--- src/rtl/message_receive.sv ---
// Serial message receiver: start bit 1, MSG_W data bits MSB first, stop bit 0.
// Define MSG_PARITY_EN to insert an even-parity bit between the data and the stop bit.
module message_receive #(
    parameter int MSG_W      = 5,
    parameter int BIT_CYCLES = 16,
    parameter int CNT_W      = 4
) (
    input  logic             clk,
    input  logic             reset,
    input  logic             SerIn,
    output logic [MSG_W-1:0] Msg,
    output logic             valid,
    output logic             err,
    output logic             busy
);

    localparam int IDX_W = $clog2(MSG_W + 1);

    typedef enum logic [2:0] {
        IDLE,
        START,
        DATA,
        PARITY,
        STOP,
        WAIT_LOW
    } state_t;

    state_t           state_q, state_d;
    logic [CNT_W-1:0] cnt_q, cnt_d;
    logic [IDX_W-1:0] idx_q, idx_d;
    logic [MSG_W-1:0] shreg_q, shreg_d;
    logic [MSG_W-1:0] msg_q, msg_d;
    logic             valid_q, valid_d;
    logic             err_q, err_d;
    logic             perr;
    logic             half_tick;
    logic             full_tick;

    assign half_tick = (cnt_q == CNT_W'(BIT_CYCLES / 2 - 1));
    assign full_tick = (cnt_q == CNT_W'(BIT_CYCLES - 1));

`ifdef MSG_PARITY_EN
    logic par_q, par_d;

    always_ff @(posedge clk or posedge reset) begin
        if (reset) par_q <= 1'b0;
        else       par_q <= par_d;
    end

    assign perr = ^{shreg_q, par_q};
`else
    assign perr = 1'b0;
`endif

    always_ff @(posedge clk or posedge reset) begin
        if (reset) begin
            state_q <= IDLE;
            cnt_q   <= '0;
            idx_q   <= '0;
            shreg_q <= '0;
            msg_q   <= '0;
            valid_q <= 1'b0;
            err_q   <= 1'b0;
        end else begin
            state_q <= state_d;
            cnt_q   <= cnt_d;
            idx_q   <= idx_d;
            shreg_q <= shreg_d;
            msg_q   <= msg_d;
            valid_q <= valid_d;
            err_q   <= err_d;
        end
    end

    always_comb begin
        state_d = state_q;
        cnt_d   = cnt_q + 1'b1;
        idx_d   = idx_q;
        shreg_d = shreg_q;
        msg_d   = msg_q;
        valid_d = 1'b0;
        err_d   = 1'b0;
`ifdef MSG_PARITY_EN
        par_d   = par_q;
`endif
        unique case (state_q)
            IDLE: begin
                cnt_d = '0;
                if (SerIn) state_d = START;
            end
            START: begin
                if (half_tick) begin
                    cnt_d   = '0;
                    idx_d   = '0;
                    state_d = SerIn ? DATA : IDLE;
                end
            end
            DATA: begin
                if (full_tick) begin
                    cnt_d   = '0;
                    shreg_d = (shreg_q << 1) | MSG_W'(SerIn);
                    idx_d   = idx_q + 1'b1;
                    if (idx_q == IDX_W'(MSG_W - 1)) begin
`ifdef MSG_PARITY_EN
                        state_d = PARITY;
`else
                        state_d = STOP;
`endif
                    end
                end
            end
            PARITY: begin
`ifdef MSG_PARITY_EN
                if (full_tick) begin
                    cnt_d   = '0;
                    par_d   = SerIn;
                    state_d = STOP;
                end
`else
                state_d = IDLE;
`endif
            end
            STOP: begin
                if (full_tick) begin
                    cnt_d = '0;
                    // Re-arm at the mid sample so a back-to-back start edge is not missed
                    if (SerIn) begin
                        err_d   = 1'b1;
                        state_d = WAIT_LOW;
                    end else if (perr) begin
                        err_d   = 1'b1;
                        state_d = IDLE;
                    end else begin
                        msg_d   = shreg_q;
                        valid_d = 1'b1;
                        state_d = IDLE;
                    end
                end
            end
            WAIT_LOW: begin
                cnt_d = '0;
                if (!SerIn) state_d = IDLE;
            end
            default: begin
                cnt_d   = '0;
                state_d = IDLE;
            end
        endcase
    end

    assign Msg   = msg_q;
    assign valid = valid_q;
    assign err   = err_q;
    assign busy  = (state_q != IDLE);

endmodule

--- config.mk ---
export PLATFORM = sky130hd
export DESIGN_NAME = message_receive
export DESIGN_NICKNAME = d
export VERILOG_FILES = /design/src/rtl/message_receive.sv
export SDC_FILE = /design/constraint.sdc
export NUM_CORES = 1
export LEC_CHECK = 0
export CAP_MARGIN = 15
export CORE_UTILIZATION = 55
export DETAILED_ROUTE_END_ITERATION = 7
export PLACE_DENSITY = 0.77
export SLEW_MARGIN = 20
export SYNTH_ARGS = -nofsm -noshare
export SYNTH_HDL_FRONTEND = slang
export SYNTH_SLANG_ARGS = --single-unit
--- constraint.sdc ---
create_clock -name clk -period 4.8 [get_ports clk]
set_input_delay 0.72 -clock clk [delete_from_list [all_inputs] [get_ports clk]]
set_output_delay 0.72 -clock clk [all_outputs]
set_load 0.01 [all_outputs]
======== Word level (Yosys, flattened, before mapping) ========
Index checks and enable logic that the tools add are counted.
operators by class
  add/sub/neg operators ................... 2
  multipliers ............................. 0
  divide/modulo/power cells ............... 0
  $lt $le $gt $ge ......................... 0
  equal/unequal tests ..................... 14
  shift operators ......................... 0
  muxes and demuxes ....................... 21
  bitwise gates (word level) .............. 2
  reductions and logical operators ........ 8
operators with widths
  operator                                       number
  2-to-1 mux 3 bit                               9
  one-hot mux 3 bit (5 select lines)             1
  inequality test 2 bit, second input constant   6
  one-hot mux 4 bit (3 select lines)             1
  == test 3 bit, second input constant           3
  2-to-1 mux 4 bit                               2
  == test 3 x 2 -> 1 bit, second input constant  2
  2-to-1 mux 1 bit                               6
  one-hot mux 3 bit (2 select lines)             1
  AND reduction 3 bit                            2
  AND reduction 6 bit                            1
  OR 5 x 1 -> 5 bit                              1
  adder 4 x 1 -> 4 bit, second input constant    1
  == test 4 x 3 -> 1 bit, second input constant  1
  == test 4 bit, second input constant           1
  adder 3 x 1 -> 3 bit, second input constant    1
  == test 3 x 1 -> 1 bit, second input constant  1
  zero test 3 bit                                1
  nonzero test 3 bit                             1
  2-to-1 mux 2 bit                               1
  AND reduction 2 bit                            1
  nonzero test 2 bit                             1
  OR reduction 2 bit                             1
  inverter 1 bit                                 1
storage, ports and cells
  flip-flop bits (word level) ............. 22
  bits in latches ......................... 0
  RAM bits ................................ 0
  ROM bits ................................ 0
  input bits .............................. 3
  output and inout bits ................... 8
  logic and storage cells ................. 54
  memories ................................ 0

======== Logic depth before layout (Yosys ltp) ========
Gate-level depths: netlist of the first run.
  word-level depth ........................ 4
  mapped depth ............................ 5
  depth with buffers taken out ............ 4

======== Least setup slack after synthesis of the first run ========
No wires, ideal clock.
  path kind ............................... reg-to-output
  start point ............................. reg state_q[1]
  end point ............................... out busy
  arrival ................................. 968 ps
  data required time ...................... 4080 ps
  setup slack ............................. 3112 ps
  cell stages (with the launch flop) ...... 3
  buffers on the path ..................... 1
  path through ............................ dfrtp_1 -> clkbuf_1 -> or3_1
on the way
  word-level cells in the longest chain between the ends .. 1
RTL lines
  element                 line  text
  from (decl)             28    state_t state_q, state_d;
  from (signal assigned)  65    state_q <= state_d;
  nonzero test 3 bit      154   assign busy = (state_q != IDLE);
  to (decl)               14    output logic busy
Every way passes these cells.

======== Worst setup path after layout of the first run ========
  start point ............................. reg state_q[0]
  end point ............................... out busy
Same word-level chain as after synthesis.

==> impl_metrics.py, run 1 <==
metrics = {
    "outcome": {
        "status": "finished, final reports clean",
    },
    "logic_synthesis": {
        "yosys_warnings": 0,
        "synth.largest_area_cell": "dfrtp_1",
        "ys_top_cells_by_area": "dfrtp_1 49%, mux2_2 10%, ha_1 3.4%",
        "synthesis.area_sq_um": 1110,
        "synth_cell_type_count": 41,
        "ys.flop_type": "dfrtp_1",
        "syn_area_per_cell_sq_um": 11.6,
        "synth-edff-count": 0,
        "yosysSeqAreaShare": 0.494,
        "syn_inst": 96,
        "syn-num-nets": 102,
        "ys_ff_latch": 22,
        "yosysTopAreaCellShare": 0.494,
        "synthArstFlopShare": 1.00,
    },
    "worst_setup_path": {
        "end_kind": "output pin",
        "critPathTopFamily": "flip-flops",
        "start_kind": "flip-flop",
        "crit_chain": "or3_1, clkdlybuf4s50_1",
        "slowest_delay_ns": 0.60,
        "worst_path_max_delay_cell": "dfrtp_1",
        "cp_max_fo": 19,
        "worst-setup-path-type": "flip-flop to output pin",
        "required_ns": 4.08,
        "arrival_ns": 1.85,
        "critPathBufInv": 1,
    },
    "clock_tree": {
        "cts_tree": "yes",
        "root_buffer": "clkbuf_4",
        "clock_path_buffers": 2,
        "cts.sinks": 22,
        "hold_buffers": 0,
        "cts_setup_buffers": 0,
        "htreeDepth": 1,
        "cts_made_buffers": 3,
        "insertion_delay_ns": 0.31,
        "ctsResizeCount": 0,
        "path_clk_slew_ns": 0.12,
    },
    "timing": {
        "hold_viol_final": 0,
        "fin_worst_skew_ns": 0.00924,
        "fin_crit_sh": 0.535,
        "max_freq_mhz": 389,
        "fin_ws_ns": 2.23,
        "drv_slew": 0,
        "setup_viol": 0,
        "maxSlewHeadroom": 0.456,
        "rsz0062_at_grt": "no",
        "fin_tns_setup_ns": 0,
        "min_period_ns": 2.57,
        "worst_pin_slew_ns": 0.815,
    },
    "finish": {
        "num-fill-cells": 134,
        "areaGrowthSynthToFinish_pct": 14.1,
        "diodes": 0,
        "finalNetCount": 111,
        "drive_gt1_frac": 0.183,
    },
    "route": {
        "postRouteAntennaNets": 0,
        "first_pass_iters": 4,
        "finalWirelength_microns": 1740,
        "post_drt_via_cell_ratio": 5.68,
        "vias": 733,
        "drtIter0Drc": 9,
        "wl_per_cell_microns": 13.5,
        "drcViolationCount": 0,
    },
    "global_route": {
        "grt_overflow_total": 0,
        "antenna_found_initial": 0,
        "grt_pass1_wl_microns": 3050,
        "grt_pass1_vias": 660,
        "use_met2": 0.286,
        "grt_max_degree": 23,
        "track_usage": 0.194,
        "busiest_layer": "met1",
        "met1_usage": 0.303,
        "use_met3": 0.0231,
    },
    "power": {
        "ir_drop_uv": 441,
        "powerDensity_nw_per_um2": 389,
        "power.leakage_uw": 0.000550,
    },
    "run": {
        "max_cap_violations": 0,
    },
    "die": {
        "io_pins": 11,
        "die_area_sq_um": 2210,
        "fp.dieH_microns": 47.0,
        "rows": 15,
        "core-area_sq_um": 1820,
        "die_x_microns": 47.0,
        "initial_core_util": 0.612,
    },
    "placed_design": {
        "dp_slack_ns": 2.52,
        "gp_congestion": 0.875,
        "io_buffers": 10,
        "dp_hpwl_microns": 1220,
    },
    "hold_path": {
        "hp-class": "flip-flop to flip-flop",
    },
}
==> registers in the layout, summed over array words and instances (netlist names) <==
name	cells
idx_q	3
err	1
state_q	3
shreg_q	5
valid	1
Msg	5
cnt_q	4
==> Yosys cell counts, types with 2 or more instances <==
library cell / instances
clkbuf_1: 3
nand3_1: 5
nor2_1: 3
a211oi_1: 2
nor2b_1: 2
and3_1: 2
ha_1: 3
buf_2: 3
xor2_1: 2
inv_1: 6
nand2b_1: 2
mux2_2: 10
a21oi_1: 4
dfrtp_1: 22
==> routing by layer <==
layer	vias up	routed length (microns)
met3	2	51
li1	367	-
met1	348	887
met5	-	0
met4	0	12
met2	16	793
==> final timing paths <==
check	from	endpoint	slack, ns	cells past startpoint
setup / recovery	state_q[0]	busy	2.23	2
hold / removal	cnt_q[0]	cnt_q[0]	0.47	1
setup reg to reg	cnt_q[0]	shreg_q[0]	2.91	4
hold reg to reg	cnt_q[0]	cnt_q[0]	0.47	1
max in group asynchronous	reset	idx_q[2]	3.44	2
min in group asynchronous	reset	shreg_q[0]	0.85	2
==> power by group <==
part | leakage (uW) | internal (uW) | switching (uW)
Clock | 0.0000279 | 84.4 | 57.0
Sequential | 0.000297 | 207 | 43.0
Combinational | 0.000226 | 52.4 | 50.5
Total | 0.000550 | 344 | 151
==> layout by cell type, fill, tap and decap left out, types with 2 or more instances in the layout <==
cell type	netlist	final
ha_1	3	3
clkdlybuf4s50_1	0	10
dfrtp_1	22	22
clkbuf_4	0	3
xor2_1	2	2
a21oi_1	4	4
and3_1	2	2
nand2b_1	2	2
nor2b_1	2	2
mux2_2	10	10
nor2_1	3	3
nand3_1	5	5
inv_1	6	6
a211oi_1	2	2
==> cell families after synthesis <==
family | count (synthesis) | synth area share
muxes | 10 | 0.101
and+or+nand+nor | 28 | 0.184
DFF | 22 | 0.494
xor gates and xnor gates | 3 | 0.0236
buffers and inverters | 12 | 0.0438
adders and majority gates | 3 | 0.0337
AOI/OAI and AO/OA | 18 | 0.120
==> worst reg2reg max path: stages, from the launching register on <==
cell and delay (ns):
dfrtp_1 0.38, ha_1 0.29, nand3_1 0.33, nor4_4 0.41, mux2_2 0.39
==> per-stage QoR <==
step	cells	utilization	area [sq um]	power, uW	hold slack [ns]
detailed placement	125	0.670	1220	357	0.453
CTS	129	0.699	1270	496	0.469
global placement	125	0.670	1220	353	0.445
finish	129	0.699	1270	494	0.465
global route	129	0.699	1270	525	0.489
floorplan	96	-	1110	333	0.432
==> area by class of cell <==
type | count | area (sq um) | area share
inverters | 6 | 22.5 | 0.0177
flip-flops and latches | 22 | 551 | 0.433
clock buffers | 3 | 22.5 | 0.0177
repair buffers | 10 | 100 | 0.0787
well taps | 25 | 31.3 | 0.0246
clock inverters | 1 | 30.0 | 0.0236
multi-input cells | 62 | 515 | 0.405
Note: power is estimated with default switching activity, not from simulation.
==> run 2: changes to the inputs <==
==> constraint.sdc (replaced) <==
create_clock -name clk -period 2.45 [get_ports clk]
set_input_delay 0.3675 -clock clk [delete_from_list [all_inputs] [get_ports clk]]
set_output_delay 0.3675 -clock clk [all_outputs]
set_load 0.01 [all_outputs]
==> impl_metrics.py, run 2 (synthesis results as in run 1) <==
metrics = {
    "die": {
        "die_area_sq_um": 2210,
        "initial_core_util": 0.612,
        "fp.dieH_microns": 47.0,
        "die_x_microns": 47.0,
        "io_pins": 11,
        "core-area_sq_um": 1820,
        "rows": 15,
    },
    "power": {
        "ir_drop_uv": 801,
        "swShare": 0.306,
        "p_switching_uw": 302,
        "p_seq_frac": 0.471,
        "combPwrFrac": 0.245,
        "p_int_uw": 685,
        "powerDensity_nw_per_um2": 767,
        "power_uw": 987,
        "power_frac_clock": 0.284,
        "power.leakage_uw": 0.000559,
    },
    "global_route": {
        "grt_overflow_total": 0,
        "grt_pass1_vias": 686,
        "track_usage": 0.207,
        "grt_pass1_wl_microns": 3080,
        "grt_max_degree": 23,
        "antenna_found_initial": 0,
    },
    "timing": {
        "hold_slack_ns": 0.400,
        "min_period_ns": 2.15,
        "rsz0062_at_grt": "no",
        "fin_tns_setup_ns": 0,
        "fin_crit_sh": 0.876,
        "fin_worst_skew_ns": 0.00440,
        "setup_viol": 0,
        "hold_viol_final": 0,
        "max_freq_mhz": 466,
        "maxSlewHeadroom": 0.673,
        "worst_pin_slew_ns": 0.490,
        "drv_slew": 0,
    },
    "worst_setup_path": {
        "crit_chain": "or3_1, clkdlybuf4s50_1",
        "end_kind": "output pin",
        "start_kind": "flip-flop",
        "required_ns": 2.08,
        "reg2reg_setup_slack_ns": 0.55,
        "arrival_ns": 1.78,
        "worst_path_max_delay_cell": "dfrtp_1",
        "worst-setup-path-type": "flip-flop to output pin",
        "cp_max_fo": 15,
        "slowest_delay_ns": 0.58,
    },
    "finish": {
        "finalNetCount": 113,
        "most-common-layout-cells": "22 x dfrtp_1, 10 x mux2_2, 10 x clkdlybuf4s50_1",
        "diodes": 0,
        "drive_gt1_frac": 0.198,
        "layout_commonest_cell": "dfrtp_1",
        "layout.cells.non_filler": 131,
        "multi_input_area_sq_um": 515,
        "areaGrowthSynthToFinish_pct": 15.5,
        "num-fill-cells": 141,
        "fin_util": 0.707,
        "regArea_sq_um": 551,
    },
    "route": {
        "post_drt_via_cell_ratio": 5.82,
        "top_layer": "met4",
        "first_pass_iters": 4,
        "dr_wl_met2_microns": 847,
        "postRouteAntennaNets": 0,
        "wl_met1_microns": 965,
        "wl_per_cell_microns": 14.6,
        "drtIter0Drc": 8,
        "vias": 762,
        "wl_met3_microns": 54,
        "drcViolationCount": 0,
        "finalWirelength_microns": 1910,
    },
    "clock_tree": {
        "cts_made_buffers": 3,
        "ctsResizeCount": 0,
        "clock_path_buffers": 2,
        "cts.sinks": 22,
        "htreeDepth": 1,
        "path_clk_slew_ns": 0.13,
        "root_buffer": "clkbuf_4",
        "hold_buffers": 0,
        "insertion_delay_ns": 0.32,
        "cts_tree": "yes",
        "cts_setup_buffers": 0,
    },
    "outcome": {
        "status": "finished, final reports clean",
    },
    "placed_design": {
        "dp_hpwl_microns": 1330,
        "gp_congestion": 0.858,
        "dp_cells": 127,
        "io_buffers": 10,
    },
    "run": {
        "max_cap_violations": 0,
    },
    "hold_path": {
        "hp-class": "input port to asynchronous set/reset pin",
    },
}
-- run 2: cell count changes in the layout (fill, tap and decap cells not counted) --
cell / before / now
buf_4: 0 / 2
-- run 2: final cells by class --
type	instances	share of cell area
sequential	22	0.428
multi-input combinational	62	0.400
timing repair buffer	12	0.0894
tap	25	0.0243
clock inverter	1	0.0233
clock buffer	3	0.0175
inverter	6	0.0175
-- run 2: final timing paths --
kind / endpoint / depth (start not counted) / from
setup / recovery: busy / 2 / state_q[2]
hold / removal: state_q[0] / 3 / reset
setup reg to reg: Msg[3] / 3 / state_q[2]
hold reg to reg: cnt_q[0] / 1 / cnt_q[0]
max in group asynchronous: shreg_q[0] / 3 / reset
min in group clk: cnt_q[0] / 1 / cnt_q[0]
-- run 2: per-stage QoR --
step | cell area [sq um] | worst slack, ns
2_1_floorplan | 1110 | 0.816
3_3_place_gp | 1230 | 0.563
3_5_place_dp | 1230 | 0.530
4_1_cts | 1290 | 0.313
5_1_grt | 1290 | 0.230
6_report | 1290 | 0.303
-- run 2: critical path: cells and delay by family (launching register included) --
| family | cells | cell delay [ns] |
|---|---|---|
| DFF | 1 | 0.58 |
| buffers and inverters | 1 | 0.49 |
| and+or+nand+nor | 1 | 0.40 |
-- run 2: power by group through the flow --
stage                     logic [uW]  registers, uW  clock network [uW]
after floorplan                  221            432                   0
after global placement           237            470                   0
after detailed placement         241            471                   0
after CTS                        242            465                 284
after global routing             274            475                 294
final                            242            465                 281
-- run 2: per-layer routing --
layer	vias to the layer above	GRT usage
li1	373	-
met3	5	0.0462
met1	369	0.295
met2	15	0.294
met5	-	0
met4	0	0.114
==> run 3: changes to the inputs <==
--- a/config.mk
+++ b/config.mk
@@ -6,6 +6,7 @@
 export NUM_CORES = 1
 export LEC_CHECK = 0
 export CAP_MARGIN = 15
+export CORE_MARGIN = 2
 export CORE_UTILIZATION = 55
 export DETAILED_ROUTE_END_ITERATION = 7
 export PLACE_DENSITY = 0.77
==> impl_metrics.py, run 3 (synthesis results as in run 1) <==
metrics = {
    "outcome": {
        "status": "finished, final reports clean",
    },
    "power": {
        "combPwrFrac": 0.256,
        "p_seq_frac": 0.522,
        "p_switching_uw": 303,
        "powerDensity_nw_per_um2": 720,
        "power_frac_clock": 0.222,
        "ir_drop_uv": 690,
        "p_int_uw": 609,
        "swShare": 0.332,
        "power.leakage_uw": 0.000548,
        "power_uw": 912,
    },
    "clock_tree": {
        "insertion_delay_ns": 0.31,
        "htreeDepth": 1,
        "clock_path_buffers": 2,
        "cts_tree": "yes",
        "cts.sinks": 22,
        "root_buffer": "clkbuf_4",
        "cts_setup_buffers": 0,
        "hold_buffers": 0,
        "ctsResizeCount": 0,
        "cts_made_buffers": 3,
        "path_clk_slew_ns": 0.12,
    },
    "timing": {
        "fin_worst_skew_ns": 0.00200,
        "hold_viol_final": 0,
        "rsz0062_at_grt": "no",
        "maxSlewHeadroom": 0.452,
        "hold_slack_ns": 0.476,
        "drv_slew": 0,
        "fin_tns_setup_ns": 0,
        "worst_pin_slew_ns": 0.821,
        "setup_viol": 0,
        "min_period_ns": 2.14,
        "max_freq_mhz": 467,
        "fin_crit_sh": 0.875,
    },
    "worst_setup_path": {
        "start_kind": "flip-flop",
        "critPathTopFamily": "flip-flops",
        "arrival_ns": 1.78,
        "slowest_delay_ns": 0.57,
        "reg2reg_depth": 3,
        "critPathBufInv": 1,
        "cp_num_cells": 2,
        "crit_chain": "or3_1, clkdlybuf4s50_1",
        "worst-setup-path-type": "flip-flop to output pin",
        "end_kind": "output pin",
        "worst_path_max_delay_cell": "dfrtp_1",
        "cp_max_fo": 15,
        "required_ns": 2.08,
    },
    "global_route": {
        "grt_pass1_vias": 747,
        "grt_pass1_wl_microns": 3640,
        "grt_max_degree": 23,
        "antenna_found_initial": 0,
        "track_usage": 0.201,
        "grt_overflow_total": 0,
    },
    "finish": {
        "most-common-layout-cells": "22 x dfrtp_1, 10 x mux2_2, 10 x clkdlybuf4s50_1",
        "diodes": 0,
        "design_area_sq_um": 1270,
        "layout.cells.non_filler": 132,
        "num-fill-cells": 158,
        "drive_gt1_frac": 0.190,
        "finalNetCount": 112,
        "areaGrowthSynthToFinish_pct": 13.6,
        "layout_commonest_cell": "dfrtp_1",
    },
    "route": {
        "postRouteAntennaNets": 0,
        "wl_per_cell_microns": 14.7,
        "drtIter0Drc": 8,
        "first_pass_iters": 4,
        "finalWirelength_microns": 1950,
        "post_drt_via_cell_ratio": 5.77,
        "vias": 762,
        "drcViolationCount": 0,
    },
    "placed_design": {
        "dp_cells": 128,
        "dp_hpwl_microns": 1360,
        "io_buffers": 10,
        "dpl_cell_area_sq_um": 1230,
        "gp_congestion": 0.825,
    },
    "die": {
        "initial_core_util": 0.574,
        "io_pins": 11,
        "core-area_sq_um": 1940,
        "rows": 16,
        "die_x_microns": 49.0,
        "die_area_sq_um": 2400,
        "fp.dieH_microns": 49.0,
    },
    "run": {
        "max_cap_violations": 0,
    },
    "hold_path": {
        "hold_depth": 1,
        "hp-class": "flip-flop to flip-flop",
    },
}
run 3: changes by cell type in the layout (fill, tap and decap cells not counted):
cell       change
buf_4          -1
bufinv_16      -1
clkbuf_8       +1
run 3: worst paths after layout:
check	startpoint	endpoint	slack, ns
hold reg to reg	cnt_q[0]	cnt_q[0]	0.48
hold / removal	cnt_q[0]	cnt_q[0]	0.48
max in group asynchronous	reset	shreg_q[4]	1.45
min in group asynchronous	reset	shreg_q[0]	0.50
setup reg to reg	state_q[2]	Msg[3]	0.55
setup / recovery	state_q[2]	busy	0.31
run 3: final cells by class:
cell class	count	area, sq um	share of cell area
clock buffer	4	36.3	0.0287
inverter	6	22.5	0.0178
multi-input combinational	62	515	0.407
sequential	22	551	0.435
tap	27	33.8	0.0267
timing repair buffer	11	108	0.0850
run 3: per-stage QoR:
step                worst slack (ns)   util
CTS                            0.318  0.652
detailed placement             0.476  0.633
floorplan                      0.816      -
global route                   0.218  0.652
finish                         0.307  0.652
global placement               0.566  0.633
run 3: power groups by stage:
stage                     logic [uW]  registers, uW  clock network (uW)
after floorplan                  221            432                   0
after global placement           228            478                   0
after detailed placement         234            481                   0
after CTS                        235            474                 204
after global routing             271            485                 220
final                            234            476                 202
run 3: metal layers:
layer	wire, microns	track usage	up-vias	part of all wire
li1	-	-	375	-
met1	945	0.296	367	0.49
met2	898	0.285	15	0.46
met3	63	0.0460	5	0.032
met4	40	0.0857	0	0.021
met5	0	0	-	0
run 3: worst reg2reg max path: stages (launching register included):
cell	delay [ns]
dfrtp_1	0.66
or3b_4	0.47
nor3_4	0.28
mux2_2	0.39
